### src/rtl/interval_timer_ctrl.sv
// Start/stop control for a free-running up_counter: turns the raw count into
// one-shot or periodic interval events (tick/busy/done) and drives the counter clear.
module interval_timer_ctrl #(
   parameter int CNT_W = 20
) (
   input  logic             clk,
   input  logic             rst,
   input  logic             start,
   input  logic             stop,
   input  logic             mode,
   input  logic [CNT_W-1:0] terminal,
   input  logic [CNT_W-1:0] q,
   output logic             sclr,
   output logic             tick,
   output logic             busy,
   output logic             done
);

   typedef enum logic {IDLE, RUN} state_t;

   state_t           state;
   logic [CNT_W-1:0] tc_reg;
   logic             mode_reg;
   logic             running;
   logic             match;

   assign running = (state == RUN);
   // >= rather than == so an overshooting count still ends the interval
   assign match   = (q >= tc_reg);
   assign sclr    = rst | ~running | match | stop;
   assign busy    = running;

   always_ff @(posedge clk) begin
      if (rst) begin
         state    <= IDLE;
         tc_reg   <= '0;
         mode_reg <= 1'b0;
         tick     <= 1'b0;
         done     <= 1'b0;
      end else begin
         tick <= 1'b0;
         case (state)
            IDLE: begin
               if (start && !stop) begin
                  tc_reg   <= terminal;
                  mode_reg <= mode;
                  done     <= 1'b0;
                  state    <= RUN;
               end
            end
            RUN: begin
               // stop wins over a match on the same cycle: no tick, done untouched
               if (stop) begin
                  state <= IDLE;
               end else if (match) begin
                  tick <= 1'b1;
                  if (!mode_reg) begin
                     state <= IDLE;
                     done  <= 1'b1;
                  end
               end
            end
            default: state <= IDLE;
         endcase
      end
   end

endmodule
### config.mk
export PLATFORM = sky130hd
export DESIGN_NAME = interval_timer_ctrl
export DESIGN_NICKNAME = d
export VERILOG_FILES = /design/src/rtl/interval_timer_ctrl.sv
export SDC_FILE = /design/constraint.sdc
export NUM_CORES = 1
export LEC_CHECK = 0
export ABC_AREA = 1
export CAP_MARGIN = 25
export CORE_MARGIN = 1
export CORE_UTILIZATION = 30
export CTS_CLUSTER_DIAMETER = 80
export DETAILED_ROUTE_END_ITERATION = 8
export GPL_TIMING_DRIVEN = 0
export PLACE_DENSITY_LB_ADDON = 0.1
export SYNTH_ARGS = -nofsm -noshare
export SYNTH_HDL_FRONTEND = slang
export SYNTH_SLANG_ARGS = --single-unit
### constraint.sdc
create_clock -name clk -period 1.8 [get_ports clk]
set_clock_uncertainty 0.1 [all_clocks]
set_input_delay 0.36 -clock clk [delete_from_list [all_inputs] [get_ports clk]]
set_output_delay 0.36 -clock clk [all_outputs]
set_load 0.1 [all_outputs]
Word-level counts from Yosys, hierarchy flattened --
Cells that the tools add are included.
Storage, ports and cells: bits in registers 24, bits of input ports 45, output and inout port bits 4, word-level logic and storage cells 30
Operators by class: order comparisons 1, equality and inequality tests 4, mux-type cells 11, bitwise operators 4, reductions and logical operators 5
Operators with widths (count):
- $ge 20x20->1 | 1
- $mux 1 | 9
- $ne 2x1->1 const B | 2
- $ne 2x2->1 const B | 2
- $pmux 1 s2 | 2
- $reduce_and 4->1 | 1
- $or 1x1->1 | 3
- $reduce_or 3->1 | 1
- $reduce_and 2->1 | 1
- $logic_and 1x1->1 | 1
- $logic_not 1->1 | 1
- $not 1->1 | 1

Longest topological paths before layout --
word-level depth 4, depth in mapped cells 12, depth with buffers taken out 12

Least setup slack after synthesis --
Ideal clock, no wire load.
path type register to output, start point register state (netlist: busy), end point output sclr, data arrival time 1734 ps, data required time 1340 ps, path slack -394 ps, cell stages (with the launch flop) 5, path buffers 0, cell sequence dfxtp_1 > inv_2 > nor3_1 > inv_1 > or2_4
On the way: longest elaborated chain between the ends 4
Ends and longest elaborated chain:
- start: declaration | line 21 | state_t state;
- start signal: assignment | line 35 | state <= IDLE;
- start signal: assignment | line 48 | state <= RUN;
- start signal: assignment | line 54 | state <= IDLE;
- $not 1->1 (no source line)
- $or 1x1->1 (3 in a row) | line 30 | assign sclr = rst | ~running | match | stop;
- end: declaration | line 13 | output logic sclr,
No other way between the ends.

Worst setup path after layout --
start point register tc_reg[19], end point output sclr
On the way: longest elaborated chain between the ends 3
Ends and longest elaborated chain:
- start: declaration | line 22 | logic [CNT_W-1:0] tc_reg;
- start signal: assignment | line 45 | tc_reg <= terminal;
- $ge 20x20->1 | line 29 | assign match = (q >= tc_reg);
- $or 1x1->1 (2 in a row) | line 30
No other way between the ends.

==> reports/qor.txt <==
area added between synthesis and finish: 65.3%
GRT Resource Usage Total: 0.147
number of I/O pins: 49
number of cells on the worst reg-to-reg path: 17
count of buffers inserted at the top-level ports: 48
startpoint types: register
area of the mapped netlist: 1430 um^2
global-route wire length before repair: 5780 um
total die area: 5040 um^2
Core Box Area: 4470 um^2
effective utilization at floorplan: 0.319
average instance area after synthesis: 7.60 um^2
post-synth cell types: 22
residual antenna-violating net count after detailed routing: 0
worst setup path category: register to output pin
number of setup violations in the final report: 3
post-synthesis register bit count: 24
cell area after placement: 2210 um^2
result of the run: finished, violations left
maximum VDD drop: 242 uV
die extent in x: 71.0 um
kind of end point of the critical path: output pin
number of global-route vias before repair: 1312
number of synthesis warnings: 0
final hold violation count: 0
GR Overflow Total: 0
clock sink count: 24
TritonCTS clock tree: built
number of placed instances with taps included: 288
chip height: 71.0 um
final weighted congestion in routability-driven placement: 0.746
nets: 315
Leak: 0.964 nW
final number of max-transition violations: 0
Multi-input gate area: 1050 um^2
total via count in the routed design: 1355
number of DRC violations after detailed routing: 0
maximum fanout encountered on the critical timing path: 3
count of standard-cell rows: 24
clk_lat worst skew: 0.27 ns
headroom to the max-slew limit: 0.640
Worst Path Arrival: 1.83 ns
CTS Buf Count: 3
final standard cell count with taps included and fillers excluded: 300
Wirelength per Cell: 11.9 um
diodes inserted: 0
DP Wirelength: 2590 um
largest cells by area after synthesis: sky130_fd_sc_hd__dfxtp_1 (34%), sky130_fd_sc_hd__ha_1 (18%), sky130_fd_sc_hd__a211oi_1 (11%)
layout cell share with drive strength beyond 1: 0.335
TritonRoute pass-1 iters: 6
dominant cell type by area after synthesis: sky130_fd_sc_hd__dfxtp_1
violated checks: negative setup slack
Period Utilization, post-route: 1.27
Least-Margin Pin Slew: 0.540 ns
antenna violations before repair: 0
Pwr per Cell Area: 593 nW/um^2
clock transition at the registers of the reported paths: 0.09 ns
Max H-tree Level: 1
clock tree buffer depth: 2
maximum number of pins on one net before global-route repair: 13
number of vias per cell: 4.52
post-route minimum period: 2.29 ns
upper clock frequency limit: 437 MHz
drt total wl: 3560 um
root buffer cell: sky130_fd_sc_hd__clkbuf_8
Post-Layout Inst Area: 2360 um^2
number of instances in the synthesized netlist: 188
Worst EP required: 1.34 ns
Worst Hold Class: register to register
unrepaired setup endpoints after global routing: true
Final Total Pwr: 1.40 mW
1st-iter DRT viols: 54
fraction of synthesized cell area taken by the top area cell type: 0.336
proportion of synthesized chip area in sequential cells: 0.336
number of hold buffers added after cts: 0
fill cell count: 446
number of flip-flops under the largest register name: 20
number of nets produced by synthesis: 253
area taken by flip-flops and latches: 492 um^2
worst-case setup margin in the final layout: -0.490 ns
worst hold path stage count: 2
Maximum Capacitance Violations: 0
logic make-up after synthesis:
| logic type | after synthesis | synth area share |
|---|---|---|
| AOI/OAI and AO/OA | 31 | 0.155 |
| and+or+nand+nor | 72 | 0.224 |
| buffers and inverters | 41 | 0.109 |
| DFF | 24 | 0.336 |
| adders and majority gates | 20 | 0.175 |
final timing paths:
path | start | to | slack [ns]
max reg2reg | tc_reg[12] | done | -0.38
max | tc_reg[19] | sclr | -0.49
min | tc_reg[0] | tc_reg[0] | 0.37
min reg2reg | tc_reg[0] | tc_reg[0] | 0.37
where the power goes:
| part | switching [mW] | leakage, nW | internal [mW] |
|---|---|---|---|
| sequential | 0.0144 | 0.201 | 0.570 |
| combinational | 0.230 | 0.742 | 0.257 |
| clock | 0.180 | 0.0216 | 0.150 |
metal layers:
metal,wire (um),up-vias,global-route usage
met4,40,0,0.0467
met5,0,-,0
met3,145,4,0.0299
li1,-,732,-
met1,1720,587,0.196
met2,1650,32,0.237
critical path, cell delays in order (launching register included):
cell,delay (ns)
sky130_fd_sc_hd__dfxtp_2,0.33
sky130_fd_sc_hd__inv_2,0.05
sky130_fd_sc_hd__ha_4,0.28
sky130_fd_sc_hd__nand2_4,0.06
sky130_fd_sc_hd__nor2_4,0.14
sky130_fd_sc_hd__nand2_2,0.08
sky130_fd_sc_hd__nor2_2,0.11
sky130_fd_sc_hd__nand2_1,0.07
sky130_fd_sc_hd__nand4_2,0.12
sky130_fd_sc_hd__or2_4,0.15
sky130_fd_sc_hd__buf_12,0.17
area by class of cell:
cell class                 instances  share of cell area
sequential                        24               0.208
buffer                             6              0.0106
multi-input combinational        123               0.443
tap                               52              0.0275
inverter                          35              0.0556
timing repair buffer              57               0.238
clock buffer                       3              0.0175
cells in the final DEF (no fill, tap or decap):
cell,instances
sky130_fd_sc_hd__nand3b_4,1
sky130_fd_sc_hd__nand2_4,2
sky130_fd_sc_hd__buf_12,1
sky130_fd_sc_hd__nor2_4,1
sky130_fd_sc_hd__dlygate4sd2_1,18
sky130_fd_sc_hd__nand2_2,6
sky130_fd_sc_hd__a21oi_2,5
sky130_fd_sc_hd__nor3_1,2
sky130_fd_sc_hd__nand2_1,29
sky130_fd_sc_hd__clkdlybuf4s15_2,3
sky130_fd_sc_hd__ha_1,3
sky130_fd_sc_hd__clkbuf_1,4
sky130_fd_sc_hd__clkbuf_8,3
sky130_fd_sc_hd__nand4_2,1
sky130_fd_sc_hd__a211oi_1,21
sky130_fd_sc_hd__or2_4,1
sky130_fd_sc_hd__nor2_2,4
sky130_fd_sc_hd__buf_4,3
sky130_fd_sc_hd__a21o_1,1
sky130_fd_sc_hd__o22ai_1,1
sky130_fd_sc_hd__buf_2,2
sky130_fd_sc_hd__dfxtp_2,9
sky130_fd_sc_hd__dfxtp_1,15
sky130_fd_sc_hd__inv_1,16
sky130_fd_sc_hd__buf_6,6
sky130_fd_sc_hd__inv_2,18
sky130_fd_sc_hd__clkdlybuf4s50_1,24
sky130_fd_sc_hd__ha_4,17
sky130_fd_sc_hd__clkdlybuf4s15_1,2
sky130_fd_sc_hd__a21oi_1,2
sky130_fd_sc_hd__o21bai_1,1
sky130_fd_sc_hd__nor2_1,25
sky130_fd_sc_hd__clkinv_1,1
what timing repair did:
| action | 4_1_cts | 5_1_grt |
|---|---|---|
| setup endpoints to repair | 5 | 4 |
| buffers inserted | 4 | 6 |
| gates resized for setup | 53 | 13 |
| pin swaps | 21 | 8 |
cell usage after synthesis (all sizes together):
library cell	n
a211oi	21
a21o	1
a21oi	7
buf	2
clkbuf	4
clkinv	1
dfxtp	24
ha	20
inv	34
nand2	37
nand3b	1
nand4	1
nor2	30
nor3	2
o21bai	1
o22ai	1
or2	1
per-stage QoR:
stage / setup TNS, ns / util / hold slack [ns] / setup slack [ns]
2_1_floorplan: -0.0591 / - / 0.337 / -0.0591
3_3_place_gp: -4.20 / 0.494 / 0.361 / -1.59
3_5_place_dp: -4.33 / 0.494 / 0.364 / -1.60
4_1_cts: -0.462 / 0.512 / 0.378 / -0.462
5_1_grt: -1.62 / 0.528 / 0.399 / -0.609
6_report: -1.22 / 0.528 / 0.372 / -0.490
(Power assumes the default switching activity.)
